--- src/rtl/uart_dbg_pkg.sv ---
// Shared types and constants for the UART debug word transmitter.
// Word framing (2 or 3 bytes) follows the UART_DBG_SYNC_EN build macro.
package uart_dbg_pkg;

    typedef enum logic [1:0] {IDLE, START, DATA, STOP} state_t;

    localparam logic [7:0] SYNC_BYTE     = 8'hA5;
    localparam int         BITS_PER_BYTE = 8;

`ifdef UART_DBG_SYNC_EN
    localparam int BYTES_PER_WORD = 3;

    function automatic logic [7:0] word_byte(input logic [15:0] word, input logic [1:0] idx);
        case (idx)
            2'd0:    word_byte = SYNC_BYTE;
            2'd1:    word_byte = word[15:8];
            default: word_byte = word[7:0];
        endcase
    endfunction
`else
    localparam int BYTES_PER_WORD = 2;

    function automatic logic [7:0] word_byte(input logic [15:0] word, input logic [1:0] idx);
        word_byte = (idx == 2'd0) ? word[15:8] : word[7:0];
    endfunction
`endif

endpackage

--- src/rtl/dbg_word_fifo.sv ---
// Small synchronous word FIFO for the debug transmitter.
// A push into a full FIFO is accepted when a pop happens on the same edge.
module dbg_word_fifo #(
    parameter int DB      = 16,
    parameter int FIFO_AW = 3
) (
    input  logic               i_clk,
    input  logic               i_reset,
    input  logic               i_push,
    input  logic               i_pop,
    input  logic [DB-1:0]      i_wr_data,
    output logic [DB-1:0]      o_rd_data,
    output logic               o_full,
    output logic               o_empty,
    output logic [FIFO_AW:0]   o_count
);

    localparam logic [FIFO_AW:0] DEPTH = (FIFO_AW+1)'(1 << FIFO_AW);

    logic [DB-1:0]      r_mem [0:(1 << FIFO_AW)-1];
    logic [FIFO_AW-1:0] r_wr_ptr;
    logic [FIFO_AW-1:0] r_rd_ptr;
    logic [FIFO_AW:0]   r_count;
    logic               w_do_push;
    logic               w_do_pop;

    assign o_full    = (r_count == DEPTH);
    assign o_empty   = (r_count == '0);
    assign o_count   = r_count;
    assign w_do_pop  = i_pop && !o_empty;
    assign w_do_push = i_push && (!o_full || w_do_pop);

    // Asynchronous read: the popping edge captures the head word with no extra latency.
    assign o_rd_data = r_mem[r_rd_ptr];

    always_ff @(posedge i_clk) begin
        if (w_do_push) begin
            r_mem[r_wr_ptr] <= i_wr_data;
        end
    end

    always_ff @(posedge i_clk or posedge i_reset) begin
        if (i_reset) begin
            r_wr_ptr <= '0;
            r_rd_ptr <= '0;
            r_count  <= '0;
        end else begin
            if (w_do_push) r_wr_ptr <= r_wr_ptr + 1'b1;
            if (w_do_pop)  r_rd_ptr <= r_rd_ptr + 1'b1;
            case ({w_do_push, w_do_pop})
                2'b10:   r_count <= r_count + 1'b1;
                2'b01:   r_count <= r_count - 1'b1;
                default: r_count <= r_count;
            endcase
        end
    end

endmodule

--- src/rtl/uart_debug_tx.sv ---
// Buffers 16-bit debug words and sends each as 8N1 bytes, high byte first.
// Define UART_DBG_SYNC_EN to prefix every word with the 0xA5 sync byte.
module uart_debug_tx
    import uart_dbg_pkg::*;
#(
    parameter int DB           = 16,
    parameter int CLKS_PER_BIT = 5208,
    parameter int FIFO_AW      = 3
) (
    input  logic             i_clk,
    input  logic             i_reset,
    input  logic [DB-1:0]    i_wr_data,
    input  logic             i_wr_en,
    output logic             o_tx,
    output logic             o_busy,
    output logic             o_overflow,
    output logic [FIFO_AW:0] o_fifo_count
);

    localparam int               BAUD_W    = (CLKS_PER_BIT > 1) ? $clog2(CLKS_PER_BIT) : 1;
    localparam logic [BAUD_W-1:0] BAUD_LAST = BAUD_W'(CLKS_PER_BIT - 1);
    localparam logic [2:0]        BIT_LAST  = 3'(BITS_PER_BYTE - 1);
    localparam logic [1:0]        BYTE_LAST = 2'(BYTES_PER_WORD - 1);

    state_t            r_state,    w_state_next;
    logic [BAUD_W-1:0] r_baud,     w_baud_next;
    logic [2:0]        r_bit_idx,  w_bit_next;
    logic [1:0]        r_byte_idx, w_byte_next;
    logic [DB-1:0]     r_hold,     w_hold_next;
    logic [7:0]        r_shift,    w_shift_next;
    logic              r_tx,       w_tx_next;
    logic              r_overflow, w_overflow_next;

    logic              w_pop;
    logic              w_full;
    logic              w_empty;
    logic              w_baud_done;
    logic [DB-1:0]     w_fifo_data;

    dbg_word_fifo #(
        .DB      (DB),
        .FIFO_AW (FIFO_AW)
    ) u_fifo (
        .i_clk     (i_clk),
        .i_reset   (i_reset),
        .i_push    (i_wr_en),
        .i_pop     (w_pop),
        .i_wr_data (i_wr_data),
        .o_rd_data (w_fifo_data),
        .o_full    (w_full),
        .o_empty   (w_empty),
        .o_count   (o_fifo_count)
    );

    assign w_baud_done = (r_baud == BAUD_LAST);

    always_comb begin
        w_state_next = r_state;
        w_baud_next  = r_baud;
        w_bit_next   = r_bit_idx;
        w_byte_next  = r_byte_idx;
        w_hold_next  = r_hold;
        w_shift_next = r_shift;
        w_pop        = 1'b0;

        case (r_state)
            IDLE: begin
                w_baud_next = '0;
                if (!w_empty) begin
                    w_pop        = 1'b1;
                    w_hold_next  = w_fifo_data;
                    w_byte_next  = 2'd0;
                    w_shift_next = word_byte(w_fifo_data, 2'd0);
                    w_state_next = START;
                end
            end
            START: begin
                if (w_baud_done) begin
                    w_baud_next  = '0;
                    w_bit_next   = 3'd0;
                    w_state_next = DATA;
                end else begin
                    w_baud_next = r_baud + 1'b1;
                end
            end
            DATA: begin
                if (w_baud_done) begin
                    w_baud_next = '0;
                    if (r_bit_idx == BIT_LAST) begin
                        w_bit_next   = 3'd0;
                        w_state_next = STOP;
                    end else begin
                        w_bit_next   = r_bit_idx + 3'd1;
                        w_shift_next = {1'b0, r_shift[7:1]};
                    end
                end else begin
                    w_baud_next = r_baud + 1'b1;
                end
            end
            STOP: begin
                if (w_baud_done) begin
                    w_baud_next = '0;
                    // Next byte of this word, else next word, with no idle gap.
                    if (r_byte_idx != BYTE_LAST) begin
                        w_byte_next  = r_byte_idx + 2'd1;
                        w_shift_next = word_byte(r_hold, r_byte_idx + 2'd1);
                        w_state_next = START;
                    end else if (!w_empty) begin
                        w_pop        = 1'b1;
                        w_hold_next  = w_fifo_data;
                        w_byte_next  = 2'd0;
                        w_shift_next = word_byte(w_fifo_data, 2'd0);
                        w_state_next = START;
                    end else begin
                        w_state_next = IDLE;
                    end
                end else begin
                    w_baud_next = r_baud + 1'b1;
                end
            end
            default: w_state_next = IDLE;
        endcase

        case (w_state_next)
            START:   w_tx_next = 1'b0;
            DATA:    w_tx_next = w_shift_next[0];
            default: w_tx_next = 1'b1;
        endcase

        w_overflow_next = r_overflow | (i_wr_en & w_full & ~w_pop);
    end

    always_ff @(posedge i_clk or posedge i_reset) begin
        if (i_reset) begin
            r_state    <= IDLE;
            r_baud     <= '0;
            r_bit_idx  <= '0;
            r_byte_idx <= '0;
            r_hold     <= '0;
            r_shift    <= '0;
            r_tx       <= 1'b1;
            r_overflow <= 1'b0;
        end else begin
            r_state    <= w_state_next;
            r_baud     <= w_baud_next;
            r_bit_idx  <= w_bit_next;
            r_byte_idx <= w_byte_next;
            r_hold     <= w_hold_next;
            r_shift    <= w_shift_next;
            r_tx       <= w_tx_next;
            r_overflow <= w_overflow_next;
        end
    end

    assign o_tx       = r_tx;
    assign o_overflow = r_overflow;
    assign o_busy     = !w_empty || (r_state != IDLE);

endmodule
--- config.mk ---
export PLATFORM = sky130hd
export DESIGN_NAME = uart_debug_tx
export DESIGN_NICKNAME = d
export VERILOG_FILES = /design/src/rtl/uart_dbg_pkg.sv /design/src/rtl/dbg_word_fifo.sv /design/src/rtl/uart_debug_tx.sv
export SDC_FILE = /design/constraint.sdc
export NUM_CORES = 1
export LEC_CHECK = 0
export CORE_UTILIZATION = 37
export CTS_CLUSTER_DIAMETER = 100
export CTS_CLUSTER_SIZE = 24
export DETAILED_ROUTE_END_ITERATION = 16
export SYNTH_ARGS = -nofsm -noshare
export SYNTH_HDL_FRONTEND = slang
export SYNTH_SLANG_ARGS = --single-unit
--- constraint.sdc ---
create_clock -name i_clk -period 4.2 [get_ports i_clk]
set_input_delay 0.84 -clock i_clk [delete_from_list [all_inputs] [get_ports i_clk]]
set_output_delay 0.84 -clock i_clk [all_outputs]
set_load 0.01 [all_outputs]
==> reports/summary.txt, run 1 <==
routed vias/inst - 5.188
clk buf depth - 2
Pwr Total - 0.006332 W
postcts setup bufs - 0
TritonCTS clock tree - yes
Slew Viols, Final - 0
Core Area - 20960 um^2
Final setup viols - 0
Cell Area, Placed - 8448 um^2
Die Height - 147.9 um
post-cts resize count - 0
Synth Instances - 512
flops & latches, synth - 184
CP startpoint kind - register
effective utilization at floorplan - 37.59%
Power Density - 698.5 nW/um^2
YS warnings - 0
nets@finish - 578
Design Area, Final - 9065 um^2
Leak - 3.255 nW
# Max-Cap Violations - 0
sequential element share of the synthesized area - 66.61%
syn avg cell area - 15.38 um^2
DRC violations left - 0
CP arrival - 3.52 ns
period utilisation layout - 76.44%
Mapped Area - 7876 um^2
Achievable Freq - 311.5 MHz
fin crit period - 3.210 ns
CTS H-tree depth - 4
Final Hold Viols - 0
vias post-DR - 4316
Die X - 147.9 um
GR Overflow Total - 0
worst relative slew slack - 41.78%
clk root buf - clkbuf_16
number of global-route vias before repair - 4393
# hold bufs at CTS - 0
dpl hpwl - 9702 um
Worst Max-Slew Pin Slew - 0.8721 ns
GR Util All Layers - 14.92%
I/O pin cnt - 26
largest net degree at the start of global routing - 43
worst skew pair latency - 0.43 ns
Hold Crit Class - reg -> reg
Post-synth ARST share - 30.43%
Die ar. - 21870 um^2
cts bufs inserted - 17
CP max FO - 10
Starting DRT DRC Count - 270
Clock Sinks - 184
predominant post-synthesis flop cell - edfxtp_1
slack of the critical path - 0.9897 ns
synth unique cells - 64
Worst Skew - 0.009674 ns
Diodes inserted - 0
post-route ant nets - 0
outcome - finished clean
dpl ws - 0.9823 ns
TNS Setup - 0 ns
initial antenna violation count - 0
final core utilization - 43.26%
Net Count, Synth - 545
DR pass1 iterations - 4
Crit Path Class - reg -> reg
CTS clk-pin slew, worst paths - 0.07 ns
final WL - 14870 um
share of cells above drive strength 1 - 18.85%
Post-synth EDFFs - 128
CP endpoint kind - register
Avg WL per Cell - 17.87 um
area grow syn2layout - 15.09%
final RePlAce weighted congestion - 0.8101
Max VDD drop - 0.3351 mV
critical path required time - 4.51 ns
first-pass GRT wire length - 24500 um
row cnt - 53
RSZ-0062 raised after global routing - no
Port Buf Inserts - 25
[Yosys cell counts (3+ instances only)]
cell        n  area (um^2)
dfrtp_1    55         1376
mux4_2     30        675.7
nand2b_1    3        18.77
xor2_1     14        122.6
a221o_2     6        67.56
or3_1       3        18.77
and2_1      3        18.77
xnor2_1     4        35.03
and3_1      3        18.77
mux2_2      7        78.83
ha_1       14        175.2
buf_2      10        50.05
nand2_1    21        78.83
edfxtp_1  128         3844
o21ai_0    22        110.1
nand3_1     7        35.03
a31oi_1    12        75.07
buf_6       4        45.04
mux2i_1    17        170.2
inv_1      10        37.54
clkbuf_1    7        26.28
nor3_1      5        25.02
nor2b_1     8        50.05
a21oi_1    21        105.1
nor2_1     51        191.4
[metrics by stage]
stage / hold slack (ns) / cells
6_report: 0.4608 / 832
5_1_grt: 0.4921 / 832
4_1_cts: 0.4710 / 832
3_5_place_dp: 0.4585 / 801
3_3_place_gp: 0.4419 / 801
2_1_floorplan: 0.4632 / 512
[cell usage in the layout (no fill, tap or decap), types with 3 or more instances in the layout]
| cell type | n |
|---|---|
| xor2_1 | 14 |
| inv_8 | 4 |
| nand2b_1 | 3 |
| o21ai_0 | 22 |
| mux4_2 | 30 |
| ha_1 | 14 |
| clkdlybuf4s50_1 | 25 |
| nand3_1 | 7 |
| mux2i_1 | 17 |
| nor2_1 | 51 |
| dfrtp_1 | 54 |
| buf_4 | 14 |
| a221o_2 | 6 |
| and2_1 | 3 |
| clkbuf_16 | 17 |
| and3_1 | 3 |
| inv_1 | 9 |
| a21oi_1 | 21 |
| nor3_1 | 3 |
| or3_1 | 3 |
| nor2b_1 | 8 |
| xnor2_1 | 4 |
| mux2_2 | 7 |
| a31oi_1 | 12 |
| edfxtp_1 | 128 |
| nand2_1 | 21 |
| clkinv_8 | 3 |
[state kept, by name, indices dropped and copies added (netlist names)]
signal,count
r_shift,8
r_byte_idx,2
u_fifo.o_count,4
u_fifo.r_mem,128
o_tx,1
r_bit_idx,3
r_hold,16
r_baud,13
u_fifo.r_wr_ptr,3
o_overflow,1
u_fifo.r_rd_ptr,3
r_state,2
[where the power goes]
group / switching [W] / total (W) / internal [W]
clock network: 0.000739 / 0.00165 / 0.000908
registers: 0.000291 / 0.00263 / 0.00234
logic: 0.00112 / 0.00205 / 0.000930
[kinds of logic after synthesis]
kind of cell / share of synthesized area, %
AOI/OAI and AO/OA: 6.831
xor gates and xnor gates: 2.002
adders and majority gates: 2.224
buffers and inverters: 2.319
DFF: 66.61
muxes: 11.74
and+or+nand+nor: 8.277
[worst max-delay path, cell delays in order, from the launching register on]
cell and delay (ns):
dfrtp_1 0.41, ha_1 0.40, and3b_1 0.25, a41oi_1 0.26, o21ai_0 0.29, o21a_1 0.29
inv_1 0.10, ha_1 0.25, xor2_1 0.16, ha_1 0.18, a21oi_1 0.14, xor2_1 0.16
nor2_1 0.06, xor2_1 0.14
[metal layers]
| layer | part of all wire [%] | track usage [%] | up-vias |
|---|---|---|---|
| met4 | 0.80 | 3.711 | 0 |
| li1 | - | - | 2023 |
| met2 | 49 | 23.61 | 71 |
| met5 | 0 | 0 | - |
| met3 | 3.2 | 3.981 | 12 |
| met1 | 47 | 20.46 | 2210 |
[final timing paths]
kind / start / slack [ns] / endpoint / depth (start not counted)
worst min-delay path: o_overflow$_DFF_PP0_ / 0.46 / o_overflow$_DFF_PP0_ / 1
worst max-delay path: r_state[0]$_DFF_PP0_ / 0.99 / u_fifo.o_count[2]$_DFFE_PP0P_ / 13
worst max register to register: r_state[0]$_DFF_PP0_ / 0.99 / u_fifo.o_count[2]$_DFFE_PP0P_ / 13
max in group asynchronous: i_reset / 2.53 / r_shift[2]$_DFFE_PP0P_ / 3
min in group asynchronous: i_reset / 0.92 / u_fifo.o_count[0]$_DFFE_PP0P_ / 2
worst min register to register: o_overflow$_DFF_PP0_ / 0.46 / o_overflow$_DFF_PP0_ / 1
[layout make-up]
type	count	area [um^2]
Multi-Input combinational cell	293	2464
Tap cell	275	344.1
Inverter	10	37.54
Clock inverter	13	187.7
Fill cell	1903	11890
Timing Repair Buffer	39	355.3
Sequential cell	184	5248
Clock buffer	18	429.2
No activity file was read; power rests on OpenSTA's default activity.
==> inputs of run 2 (changes only) <==
clock period = 3.33 ns   (was 4.2 ns; I/O delays follow)
==> run 2 against run 1 <==
  * Routed wire length is 1.3% higher
  * Total power is 26% higher
  * Clock power is 21% higher
  * Register-to-register slack worse by 0.55 ns
  * Clock skew is 0.0087 ns higher
  * Non-clock buffer count is 9 higher
  * Design area is 0.51% higher
  * Final cell count is 1.2% higher
==> reports/summary.txt, run 2 (synthesis gave the netlist of run 1 again) <==
commonest non-fill, non-tap cell in the layout - edfxtp_1
Worst Skew - 0.01839 ns
r2r startpoint - r_baud[0]$_DFF_PP0_
CP arrival - 3.20 ns
slack of the critical path - 0.4353 ns
Worst Max-Slew Pin Slew - 0.9510 ns
routed vias/inst - 5.227
CTS H-tree depth - 4
number of global-route vias before repair - 4434
Hold Crit Class - reg -> reg
nets@finish - 587
CP endpoint kind - register
CTS clk-pin slew, worst paths - 0.07 ns
post-cts resize count - 0
Die Height - 147.9 um
max reg flops - 128
dpl ws - 0.4203 ns
Slew Viols, Final - 0
highest-count cells in the layout ignoring fill and taps - 128 x edfxtp_1, 54 x dfrtp_1, 51 x nor2_1
Cell Area, Placed - 8516 um^2
clk root buf - clkbuf_16
Critical path origin - r_baud[0]$_DFF_PP0_
GR Util met3 - 3.148%
final RePlAce weighted congestion - 0.8111
cts bufs inserted - 17
Psw - 0.002771 W
Diodes inserted - 0
Max VDD drop - 0.4610 mV
CP max FO - 6
GR Util All Layers - 14.96%
largest net degree at the start of global routing - 45
Top reg by flops - u_fifo.r_mem
TNS Setup - 0 ns
Flop pwr share - 41.1%
period utilisation layout - 86.93%
row cnt - 53
Clock Sinks - 184
Port Buf Inserts - 25
Int Pwr - 0.005200 W
DRC violations left - 0
GR Overflow Total - 0
Switching Fraction - 34.76%
I/O pin cnt - 26
R2R cell count - 13
fin crit period - 2.895 ns
effective utilization at floorplan - 37.59%
Regs by FF count - u_fifo.r_mem: 128 flops, r_hold: 16 flops, r_baud: 13 flops
Clock Power Share - 24.9%
r2r endpoint - u_fifo.o_count[2]$_DFFE_PP0P_
clk buf depth - 2
Achievable Freq - 345.5 MHz
combinational share of power - 33.9%
Power Density - 874.9 nW/um^2
Final Hold Viols - 0
final core utilization - 43.48%
CP startpoint kind - register
RSZ-0062 raised after global routing - no
dpl hpwl - 9605 um
TritonCTS clock tree - yes
Die X - 147.9 um
share of cells above drive strength 1 - 20.28%
# hold bufs at CTS - 0
DR pass1 iterations - 5
GRT met1 Usage - 19.62%
area grow syn2layout - 15.68%
worst relative slew slack - 36.60%
Worst Setup EP - u_fifo.o_count[2]$_DFFE_PP0P_
initial antenna violation count - 0
first-pass GRT wire length - 24250 um
Design Area, Final - 9111 um^2
final WL - 15050 um
outcome - finished clean
Starting DRT DRC Count - 303
critical path required time - 3.64 ns
Leak - 3.290 nW
post-route ant nets - 0
final hold slack - 0.4595 ns
layer with the highest usage - met2
Crit Path Class - reg -> reg
# Max-Cap Violations - 0
Avg WL per Cell - 17.88 um
Core Area - 20960 um^2
FF-to-FF setup slack - 0.44 ns
grt met2 use - 24.27%
worst skew pair latency - 0.44 ns
Final setup viols - 0
postcts setup bufs - 0
Die ar. - 21870 um^2
vias post-DR - 4401
==> run 2: through the flow <==
| stage | cells | power [W] |
|---|---|---|
| after global routing | 842 | 0.008448 |
| after global placement | 810 | 0.005989 |
| after detailed placement | 810 | 0.006062 |
| final | 842 | 0.007971 |
| after CTS | 842 | 0.008059 |
| after floorplan | 512 | 0.005222 |
==> run 2: metal layers <==
metal  routed length (um)  up-vias
met3                  571       12
met1                 6894     2251
met2                 7382       96
met4                  204        0
li1                     -     2042
met5                    0        -
==> run 2: worst min-delay path by stage <==
stage / start / to / slack [ns] / cells past startpoint
floorplan: r_bit_idx[0]$_DFFE_PP0P_ / r_bit_idx[0]$_DFFE_PP0P_ / 0.46 / 1
CTS: o_overflow$_DFF_PP0_ / o_overflow$_DFF_PP0_ / 0.46 / 1
finish: o_overflow$_DFF_PP0_ / o_overflow$_DFF_PP0_ / 0.46 / 1
detailed placement: o_overflow$_DFF_PP0_ / o_overflow$_DFF_PP0_ / 0.45 / 1
global route: o_overflow$_DFF_PP0_ / o_overflow$_DFF_PP0_ / 0.49 / 1
global placement: o_overflow$_DFF_PP0_ / o_overflow$_DFF_PP0_ / 0.44 / 1
==> run 2: power groups by stage <==
| stage | clock [W] | combinational [W] | sequential, W |
|---|---|---|---|
| 6_report | 0.00199 | 0.00270 | 0.00328 |
| 5_1_grt | 0.00212 | 0.00299 | 0.00334 |
| 4_1_cts | 0.00203 | 0.00274 | 0.00329 |
| 3_5_place_dp | 0 | 0.00273 | 0.00333 |
| 3_3_place_gp | 0 | 0.00268 | 0.00331 |
| 2_1_floorplan | 0 | 0.00203 | 0.00319 |
==> run 2: critical path, stage by stage, from the launching register on <==
cell	delay, ns
dfrtp_1	0.43
ha_1	0.28
and4bb_2	0.31
a41oi_1	0.17
o21ai_0	0.26
o21a_1	0.17
inv_1	0.06
ha_1	0.24
xor2_1	0.17
ha_1	0.18
a21oi_1	0.14
xor2_1	0.16
nor2_1	0.06
xor2_1	0.14
==> run 2: area by class of cell <==
type                            count  area, um^2
Clock inverter                     14       166.4
Clock buffer                       18       429.2
Timing Repair Buffer               48       422.9
Tap cell                          275       344.1
Multi-Input combinational cell    293        2464
Inverter                           10       37.54
Fill cell                        1891       11840
Sequential cell                   184        5248
==> inputs of run 3 (changes only) <==
CORE_ASPECT_RATIO = 0.7   (was not set)
SKIP_CTS_REPAIR_TIMING = 1   (was not set)
==> run 3 against run 2 <==
  * Combinational power about the same
  * Critical path depth unchanged
  * Via count up 0.57%
  * Total power up 1.0%
  * Design area up 0.16%
  * Critical endpoint unchanged
  * Largest power group unchanged
==> reports/summary.txt, run 3 (synthesis gave the netlist of run 1 again) <==
outcome - finished clean
GR Util All Layers - 15.47%
Clock Sinks - 184
slowest CP cell - dfrtp_1
largest net degree at the start of global routing - 36
CP startpoint kind - register
Core Area - 20810 um^2
GR Overflow Total - 0
Max VDD drop - 0.3809 mV
Diodes inserted - 0
row cnt - 44
first-pass GRT wire length - 24830 um
clk buf depth - 2
Crit Path Class - reg -> reg
Hold Crit Class - reg -> reg
Die Height - 124.1 um
Avg WL per Cell - 18.36 um
initial antenna violation count - 0
TritonCTS clock tree - yes
CP arrival - 3.16 ns
RSZ-0062 raised after global routing - no
Power Density - 882.4 nW/um^2
DRC violations left - 0
fin crit period - 2.855 ns
DR pass1 iterations - 4
effective utilization at floorplan - 37.85%
number of global-route vias before repair - 4406
area grow syn2layout - 15.87%
clk root buf - clkbuf_16
Starting DRT DRC Count - 289
Final setup viols - 0
CP endpoint kind - register
Port Buf Inserts - 25
CTS H-tree depth - 4
commonest non-fill, non-tap cell in the layout - edfxtp_1
slowest stage delay, CP - 0.43 ns
final RePlAce weighted congestion - 0.8708
final WL - 15500 um
worst skew pair latency - 0.43 ns
vias post-DR - 4426
I/O pin cnt - 26
Die X - 176.4 um
TNS Setup - 0 ns
Regs by FF count - u_fifo.r_mem: 128 flops, r_hold: 16 flops, r_baud: 13 flops
post-route ant nets - 0
Die ar. - 21880 um^2
final core utilization - 43.86%
highest-count cells in the layout ignoring fill and taps - 128 x edfxtp_1, 54 x dfrtp_1, 51 x nor2_1
share of cells above drive strength 1 - 20.07%
max reg flops - 128
Final Hold Viols - 0
Worst Skew - 0.008688 ns
Achievable Freq - 350.3 MHz
dpl hpwl - 10090 um
period utilisation layout - 85.72%
CP max FO - 6
worst path cell trace - ha_1 -> and4bb_2 -> a41oi_1 -> o21ai_0 -> o21a_1 -> inv_1 -> ha_1 -> xor2_1 -> ha_1 -> a21oi_1 -> xor2_1 -> nor2_1 -> xor2_1
Slew Viols, Final - 0
worst relative slew slack - 49.35%
Worst Max-Slew Pin Slew - 0.7586 ns
routed vias/inst - 5.244
Top reg by flops - u_fifo.r_mem
# Max-Cap Violations - 0
Leak - 3.297 nW
cts bufs inserted - 17
nets@finish - 588
critical path required time - 3.64 ns
CTS clk-pin slew, worst paths - 0.07 ns
## run 3: cell count changes in the layout (fill, tap and decap cells not counted), sizes merged
cell | previous run | this run
bufinv | 0 | 3
clkbuf | 18 | 19
buf | 23 | 24
clkinvlp | 1 | 2
inv | 19 | 14
## run 3: per-stage QoR
stage	setup slack [ns]	cell area (um^2)	power, W	std cells	hold WS [ns]
floorplan	0.06448	7876	0.005222	512	0.4632
global placement	0.5324	8524	0.005963	812	0.4633
detailed placement	0.4651	8524	0.006061	812	0.4942
CTS	0.4453	9126	0.008135	844	0.5076
global route	0.2200	9126	0.008541	844	0.5224
finish	0.4755	9126	0.008053	844	0.5047
## run 3: per-layer routing
layer | global-route usage [%] | up-vias | part of all wire, %
met5 | 0 | - | 0
met4 | 5.119 | 0 | 1.2
met3 | 3.175 | 15 | 3.9
met2 | 23.92 | 90 | 45
met1 | 21.87 | 2271 | 49
li1 | - | 2050 | -
## run 3: cell type report
type                            count  area, um^2
Fill cell                        1825       11680
Sequential cell                   184        5248
Multi-Input combinational cell    293        2464
Clock buffer                       19       432.9
Timing Repair Buffer               49       430.4
Tap cell                          276       345.3
Clock inverter                     13       168.9
Inverter                           10       37.54
## run 3: where the power goes
| part | internal (W) | total, W | switching, W | leakage [nW] |
|---|---|---|---|---|
| registers | 0.00295 | 0.00330 | 0.000342 | 1.85 |
| clock network | 0.00119 | 0.00207 | 0.000882 | 0.288 |
| logic | 0.00122 | 0.00268 | 0.00146 | 1.15 |
## run 3: critical path, delay by kind of cell, from the launching register on
kind | cells | cell delay [ns]
compound gates | 4 | 0.77
xor+xnor | 3 | 0.40
fa+ha+maj | 3 | 0.71
buf+inv | 1 | 0.07
flops | 1 | 0.43
simple gates | 2 | 0.34
## run 3: worst paths after layout
kind / startpoint / to / slack (ns) / cells after the start
setup / recovery: r_baud[0]$_DFF_PP0_ / u_fifo.o_count[2]$_DFFE_PP0P_ / 0.48 / 13
hold / removal: o_overflow$_DFF_PP0_ / o_overflow$_DFF_PP0_ / 0.50 / 1
setup reg to reg: r_baud[0]$_DFF_PP0_ / u_fifo.o_count[2]$_DFFE_PP0P_ / 0.48 / 13
hold reg to reg: o_overflow$_DFF_PP0_ / o_overflow$_DFF_PP0_ / 0.50 / 1
max in group asynchronous: i_reset / r_hold[5]$_DFFE_PP0P_ / 1.97 / 3
min in group asynchronous: i_reset / r_baud[12]$_DFF_PP0_ / 0.69 / 2
